**src/rtl/led_pattern_gen.sv**
```systemverilog
// Multi-channel LED driver: per-channel OFF / ON / BLINK / PWM.
// Channels are configured through a valid/ready write port.
module led_pattern_gen #(
    parameter int CHANNELS = 4,
    parameter int PRESCALE = 50000000,
    parameter int DUTY_W   = 8,
    parameter int RATE_W   = 8
) (
    input  logic                clock,
    input  logic                reset,
    input  logic                cfg_valid,
    output logic                cfg_ready,
    input  logic [3:0]          cfg_chan,
    input  logic [1:0]          cfg_mode,
    input  logic [DUTY_W-1:0]   cfg_duty,
    input  logic [RATE_W-1:0]   cfg_rate,
    output logic                cfg_err,
    output logic [CHANNELS-1:0] led
);

    localparam int PS_W = $clog2(PRESCALE);

    typedef enum logic [1:0] {
        MODE_OFF   = 2'd0,
        MODE_ON    = 2'd1,
        MODE_BLINK = 2'd2,
        MODE_PWM   = 2'd3
    } mode_t;

    logic                accept;
    logic                chan_ok;
    logic                tick;
    logic [PS_W-1:0]     ps_cnt;
    logic [DUTY_W-1:0]   pwm_cnt;
    logic [CHANNELS-1:0] led_nxt;

    assign accept  = cfg_valid & cfg_ready;
    assign chan_ok = {1'b0, cfg_chan} < 5'(CHANNELS);
    assign tick    = (ps_cnt == PS_W'(PRESCALE - 1));

    // Handshake: busy for one cycle after each accepted write.
    always_ff @(posedge clock or posedge reset) begin
        if (reset) begin
            cfg_ready <= 1'b0;
            cfg_err   <= 1'b0;
        end else begin
            cfg_ready <= ~accept;
            cfg_err   <= accept & ~chan_ok;
        end
    end

    // Prescaler producing the blink tick.
    always_ff @(posedge clock or posedge reset) begin
        if (reset) begin
            ps_cnt <= '0;
        end else if (tick) begin
            ps_cnt <= '0;
        end else begin
            ps_cnt <= ps_cnt + PS_W'(1);
        end
    end

    // Free-running PWM counter shared by all channels.
    always_ff @(posedge clock or posedge reset) begin
        if (reset) begin
            pwm_cnt <= '0;
        end else begin
            pwm_cnt <= pwm_cnt + DUTY_W'(1);
        end
    end

    for (genvar g = 0; g < CHANNELS; g++) begin : g_chan
        mode_t             mode_q;
        logic [DUTY_W-1:0] duty_q;
        logic [RATE_W-1:0] rate_q;
        logic [RATE_W-1:0] cnt_q;
        logic              phase_q;
        logic              hit;
        logic [RATE_W:0]   cnt_inc;
        logic [RATE_W:0]   rate_min;

        assign hit      = accept & chan_ok & (cfg_chan == 4'(g));
        assign cnt_inc  = {1'b0, cnt_q} + (RATE_W+1)'(1);
        assign rate_min = (rate_q == '0) ? (RATE_W+1)'(1)
                                         : {1'b0, rate_q};

        // Channel config and blink state; a write wins over a tick.
        always_ff @(posedge clock or posedge reset) begin
            if (reset) begin
                mode_q  <= MODE_OFF;
                duty_q  <= '0;
                rate_q  <= '0;
                cnt_q   <= '0;
                phase_q <= 1'b0;
            end else if (hit) begin
                mode_q  <= mode_t'(cfg_mode);
                duty_q  <= cfg_duty;
                rate_q  <= cfg_rate;
                cnt_q   <= '0;
                phase_q <= 1'b0;
            end else if (mode_q != MODE_BLINK) begin
                cnt_q   <= '0;
                phase_q <= 1'b0;
            end else if (tick) begin
                if (cnt_inc >= rate_min) begin
                    cnt_q   <= '0;
                    phase_q <= ~phase_q;
                end else begin
                    cnt_q   <= cnt_inc[RATE_W-1:0];
                end
            end
        end

        // Next LED level from the channel mode.
        always_comb begin
            led_nxt[g] = 1'b0;
            unique case (mode_q)
                MODE_OFF:   led_nxt[g] = 1'b0;
                MODE_ON:    led_nxt[g] = 1'b1;
                MODE_BLINK: led_nxt[g] = phase_q;
                MODE_PWM:   led_nxt[g] = (pwm_cnt < duty_q);
                default:    led_nxt[g] = 1'b0;
            endcase
        end
    end

    // Registered LED drive.
    always_ff @(posedge clock or posedge reset) begin
        if (reset) begin
            led <= '0;
        end else begin
            led <= led_nxt;
        end
    end

endmodule

```
**config.mk**
```make
export PLATFORM = sky130hd
export DESIGN_NAME = led_pattern_gen
export DESIGN_NICKNAME = d
export VERILOG_FILES = /design/src/rtl/led_pattern_gen.sv
export SDC_FILE = /design/constraint.sdc
export NUM_CORES = 1
export LEC_CHECK = 0
export CAP_MARGIN = 20
export CORE_UTILIZATION = 30
export CTS_CLUSTER_DIAMETER = 30
export CTS_CLUSTER_SIZE = 28
export DETAILED_ROUTE_END_ITERATION = 7
export PLACE_DENSITY_LB_ADDON = 0.25
export SLEW_MARGIN = 20
export SYNTH_ARGS = -nofsm -noshare
export SYNTH_HDL_FRONTEND = slang
export SYNTH_SLANG_ARGS = --single-unit
```
**constraint.sdc**
```tcl
create_clock -name clock -period 5.5 [get_ports clock]
set_input_delay 0.55 -clock clock [delete_from_list [all_inputs] [get_ports clock]]
set_output_delay 0.55 -clock clock [all_outputs]
set_load 0.01 [all_outputs]
```
==> results.cfg, run 1 <==
[timing]
hold_violations = 0
finalSetupViolCount = 0
rsz0062_at_grt = no
fmax_mhz = 317.6
tightest_slew_ns = 0.9945
fin_crit_ns = 3.149
tns_ns = 0
slew_viol_final = 0
slew_headroom_pct = 33.50
min_period_over_period_pct = 57.25
fin_skew_ns = 0.009436

[clock_tree]
tritoncts = done
cts_max_path_buffers = 2
postCtsHoldBufs = 0
cts_buffers = 17
cts_resized = 0
post-cts-setup-buffer-count = 0
clock-sinks = 148
cts-root-buf = clkbuf_16
clk_pin_slew_ns = 0.06
clkLatencyLatePin_ns = 0.42
htreeDepth = 4

[die]
die_area_um2 = 27450
initial_core_util_pct = 30.75
core_area_um2 = 26130
die_w_um = 165.7
num_io_pins = 31
die_h_um = 165.7
rows = 59

[worst_setup_path]
path_max_fanout = 11
cp-end-kind = flop
startpoint_type = flop
path_class = flop to flop
worstPathRequired_ns = 5.83
arrival_ns = 3.48

[layout]
layout_common_cells = dfrtp_1, nand2_1, ha_1, inv_1, a21oi_1
nets = 925
n_antenna_cell = 0
syn2layout_area_growth_pct = 16.21
drive_gt1_share_pct = 9.327
fin_cells = 1182
fin_util_pct = 35.74
layout_commonest_cell = dfrtp_1
fillCellCount = 2625

[synthesis]
yosysSeqAreaShare_pct = 46.08
ys.flop_type = dfrtp_1
async_flop_share_pct = 100.0
ys_types = 55
netlist_area_um2 = 8036
syn_area_per_cell_um2 = 10.07
synth_nets = 889
synth_enable_flop_cells = 0
synth-seq-cells = 148
synthCells = 798
synth_warnings = 0

[power]
pwr_density_cell_nw_per_um2 = 319.7
pwr-share-clk_pct = 41.2
p_int_w = 0.002167
irDropWorstVdd_uv = 214.7
power_w = 0.002986
seqPwrFrac_pct = 43.3
net-switching-power_w = 0.0008191
share_comb_of_total_power_pct = 15.5
p_sw_share_pct = 27.43
p_leak_nw = 4.479

[global_routing]
grt_max_degree = 81
antenna_found_initial = 0
overflow = 0
grt_pass1_vias = 5620
grt_util_all_layers_pct = 13.51
grt_pass1_wl_mm = 29.59

[routing]
totalWireLength_mm = 17.13
drtAntennaViolNets = 0
wl_per_cell_um = 14.49
routed_via_density = 4.729
drtPass1Iterations = 8
drt_iter0_markers = 269
num_vias = 5590
route.detailed.drc = 4

[place]
dp_cells = 1150
hpwl_mm = 12.23
place.gp.congestion = 0.7611
port_buffers = 30

[hold_path]
min_path_type = flop to flop

[run]
drv_cap = 0

[run_status]
outcome = finished, violations left
violations = design-rule violations
[cells in the mapped netlist, drive strengths merged (20+ instances only)]
cell type / count / area, µm²
a21oi: 42 / 210.2
xnor2: 20 / 175.2
ha: 66 / 825.8
xor2: 25 / 219.0
o21ai: 50 / 250.2
nand2: 92 / 350.3
nor2: 28 / 107.6
nand2b: 24 / 150.1
dfrtp: 148 / 3704
a21o: 26 / 195.2
nand3: 38 / 195.2
mux2: 44 / 495.5
inv: 64 / 240.2
[critical path: stages (launching register included)]
cell and delay, ns:
dfrtp_1 0.42, ha_1 0.26, nand3_1 0.22, nor2_1 0.24, xor2_1 0.18, ha_1 0.26, a21o_1 0.18, a21oi_1 0.23
o31ai_1 0.11, a21oi_1 0.61, nand4b_1 0.18, a21oi_1 0.18
[metrics by stage]
step | worst slack (ns) | cell area (µm²) | hold slack, ns
4_1_cts | 2.336 | 9339 | 0.4852
3_5_place_dp | 2.357 | 8717 | 0.4723
2_1_floorplan | 0.9703 | 8036 | 0.4513
5_1_grt | 1.927 | 9339 | 0.4934
6_report | 2.351 | 9339 | 0.4797
3_3_place_gp | 2.450 | 8717 | 0.4732
[power groups by stage]
stage	logic [W]	registers [W]	clock network [W]
floorplan	0.000332	0.00130	0
global placement	0.000462	0.00131	0
detailed placement	0.000467	0.00131	0
CTS	0.000472	0.00129	0.00127
global route	0.000542	0.00131	0.00131
finish	0.000463	0.00129	0.00123
[sequential cells by signal (all words and copies together) (netlist names), 4 cells and up]
name / count
g_chan.phase_q: 4
g_chan.mode_q: 8
pwm_cnt: 8
g_chan.rate_q: 32
g_chan.duty_q: 32
g_chan.cnt_q: 32
ps_cnt: 26
led: 4
[worst paths after layout]
path,startpoint,endpoint,slack [ns],cells after the start
min reg2reg,cfg_ready$_DFF_PP0_,cfg_ready$_DFF_PP0_,0.48,1
min,cfg_ready$_DFF_PP0_,cfg_ready$_DFF_PP0_,0.48,1
max,g_chan[1].cnt_q[0]$_DFFE_PP0P_,g_chan[1].cnt_q[2]$_DFFE_PP0P_,2.35,11
max reg2reg,g_chan[1].cnt_q[0]$_DFFE_PP0P_,g_chan[1].cnt_q[2]$_DFFE_PP0P_,2.35,11
max in group asynchronous,reset,g_chan[2].rate_q[5]$_DFFE_PP0P_,3.81,3
min in group asynchronous,reset,ps_cnt[21]$_DFF_PP0_,0.64,2
[final cells by class]
| class | count | area, µm² | share of cell area (%) |
|---|---|---|---|
| Multi-Input combinational cell | 567 | 4004 | 42.87 |
| Sequential cell | 148 | 3704 | 39.66 |
| Inverter | 64 | 245.2 | 2.626 |
| Tap cell | 335 | 419.2 | 4.488 |
| Clock buffer | 17 | 425.4 | 4.555 |
| Clock inverter | 15 | 196.4 | 2.103 |
| Timing Repair Buffer | 36 | 345.3 | 3.698 |
[logic make-up after synthesis]
| kind of cell | count (synthesis) | share of synthesized area, % |
|---|---|---|
| fa+ha+maj | 66 | 10.28 |
| buf+inv | 83 | 4.173 |
| simple gates | 262 | 17.16 |
| xor+xnor | 45 | 4.904 |
| compound gates | 150 | 11.24 |
| flops | 148 | 46.08 |
| mux | 44 | 6.165 |
[metal layers]
metal  up-vias  wire [µm]  global-route usage, %  part of all wire (%)
met2        51       7683                  20.93                    45
li1       2860          -                      -                     -
met4         0        197                  4.145                   1.2
met1      2665       8871                  19.17                    52
met3        14        375                  2.366                   2.2
met5         -          0                      0                     0
No activity file was read; power rests on OpenSTA's default activity.
==> run 2: changes to the inputs <==
- clock period: 5.5 -> 3.2 ns (I/O delays scaled with it)
==> results.cfg, run 2 (same netlist as run 1, synthesis figures left out) <==
[layout]
syn2layout_area_growth_pct = 17.17
fillCellCount = 2659
nets = 934
largestRegisters = g_chan.cnt_q: 32 flops, g_chan.duty_q: 32 flops, g_chan.rate_q: 32 flops
layout_common_cells = dfrtp_1, nand2_1, ha_1, inv_1, a21oi_1
n_antenna_cell = 0
fin_area_um2 = 9417
layout_commonest_cell = dfrtp_1
fin_cells = 1189
fin_util_pct = 36.03
drive_gt1_share_pct = 10.07

[timing]
tns_ns = 0
setup_ws_ns = 0.2776
slew_headroom_pct = 61.44
fin_crit_ns = 2.922
hold_violations = 0
fin_skew_ns = 0.01136
finalSetupViolCount = 0
min_period_over_period_pct = 91.33
fmax_mhz = 342.2
slew_viol_final = 0
rsz0062_at_grt = no
tightest_slew_ns = 0.5763

[die]
num_io_pins = 31
die_w_um = 165.7
core_area_um2 = 26130
die_area_um2 = 27450
rows = 59
initial_core_util_pct = 30.75
die_h_um = 165.7

[place]
port_buffers = 30
hpwl_mm = 12.37
dp_worst_setup_slack_ns = 0.2147
post_dp_cell_area_um2 = 8808
dp_cells = 1159
place.gp.congestion = 0.7733

[routing]
dr_wl_met2_mm = 7.767
num_vias = 5689
top_layer_used = met4
totalWireLength_mm = 17.50
routed_via_density = 4.785
drt_iter0_markers = 314
wl_per_cell_um = 14.72
route.detailed.drc = 4
drtPass1Iterations = 6
drtAntennaViolNets = 0
dr_wl_met3_um = 526
wl_met1_mm = 8.967

[clock_tree]
clock-sinks = 148
tritoncts = done
clk_pin_slew_ns = 0.07
postCtsHoldBufs = 0
clkLatencyLatePin_ns = 0.43
cts_buffers = 17
htreeDepth = 4
cts_max_path_buffers = 2
cts-root-buf = clkbuf_16

[hold_path]
min_path_type = input port to async pin

[power]
net-switching-power_w = 0.001372
share_comb_of_total_power_pct = 15.8
p_sw_share_pct = 26.76
pwr-share-clk_pct = 40.7
pwr_density_cell_nw_per_um2 = 544.4
seqPwrFrac_pct = 43.5
p_leak_nw = 4.515
irDropWorstVdd_uv = 392.9
p_int_w = 0.003754

[global_routing]
grt_util_all_layers_pct = 13.59
antenna_found_initial = 0
grt_pass1_wl_mm = 29.57
overflow = 0
grt_pass1_vias = 5631
grt_max_degree = 74

[run]
drv_cap = 0

[worst_setup_path]
path_class = flop to flop
arrival_ns = 3.27
path_max_fanout = 11
startpoint_type = flop
worstPathRequired_ns = 3.55
cp-end-kind = flop

[run_status]
violations = design-rule violations
outcome = finished, violations left
==> run 2: metal layers <==
layer	vias up	GRT usage [%]
li1	2877	-
met1	2729	19.24
met2	67	20.54
met3	16	3.059
met4	0	4.185
met5	-	0
==> run 2: timing repair <==
action                     4_1_cts  5_1_grt
setup endpoints to repair        0        7
buffers inserted                 0        0
gates resized for setup          0        1
==> run 2: worst paths after layout <==
| check | start | end | slack, ns | cells past startpoint |
|---|---|---|---|---|
| hold / removal | reset | g_chan[3].rate_q[7]$_DFFE_PP0P_ | 0.27 | 2 |
| max in group asynchronous | reset | cfg_err$_DFF_PP0_ | 2.05 | 3 |
| hold reg to reg | cfg_ready$_DFF_PP0_ | cfg_ready$_DFF_PP0_ | 0.48 | 1 |
| min in group clock | cfg_valid | cfg_ready$_DFF_PP0_ | 0.44 | 2 |
| setup reg to reg | g_chan[0].cnt_q[0]$_DFFE_PP0P_ | g_chan[0].phase_q$_DFFE_PP0P_ | 0.28 | 13 |
| setup / recovery | g_chan[0].cnt_q[0]$_DFFE_PP0P_ | g_chan[0].phase_q$_DFFE_PP0P_ | 0.28 | 13 |
==> run 2: per-stage QoR <==
| stage | power (W) | hold slack, ns |
|---|---|---|
| final | 0.005126 | 0.2670 |
| after CTS | 0.005204 | 0.2835 |
| after global placement | 0.003064 | 0.4750 |
| after global routing | 0.005434 | 0.2854 |
| after detailed placement | 0.003083 | 0.4685 |
| after floorplan | 0.002803 | 0.4153 |
==> run 2: power by group through the flow <==
stage	Clock, W	Sequential, W	Combinational [W]
3_3_place_gp	0	0.00226	0.000807
2_1_floorplan	0	0.00223	0.000570
3_5_place_dp	0	0.00226	0.000821
4_1_cts	0.00214	0.00223	0.000829
5_1_grt	0.00224	0.00226	0.000937
6_report	0.00209	0.00223	0.000811
==> run 2: cell type report <==
cell class / instances / area, µm² / area share (%)
multi-input combinational: 567 / 4006 / 42.55
sequential: 148 / 3704 / 39.33
clock buffer: 20 / 456.7 / 4.850
timing repair buffer: 45 / 437.9 / 4.651
tap: 335 / 419.2 / 4.451
inverter: 64 / 244.0 / 2.591
clock inverter: 10 / 148.9 / 1.581
==> run 2: worst max-delay path, stage by stage (launching register included) <==
cell and delay, ns:
dfrtp_1 0.42, ha_2 0.23, and3_1 0.20, and3_1 0.20, nor2b_1 0.14, or2_2 0.27
ha_1 0.30, nand3_1 0.10, o22ai_1 0.17, a311oi_1 0.07, o31a_1 0.12, buf_4 0.17
or3_1 0.31, a21oi_1 0.15
==> run 3: changes to the inputs <==
- CTS_CLUSTER_DIAMETER: 30 -> unset
==> results of run 3 <==
No change in the layout: final DEF, timing and power equal those of run 2.
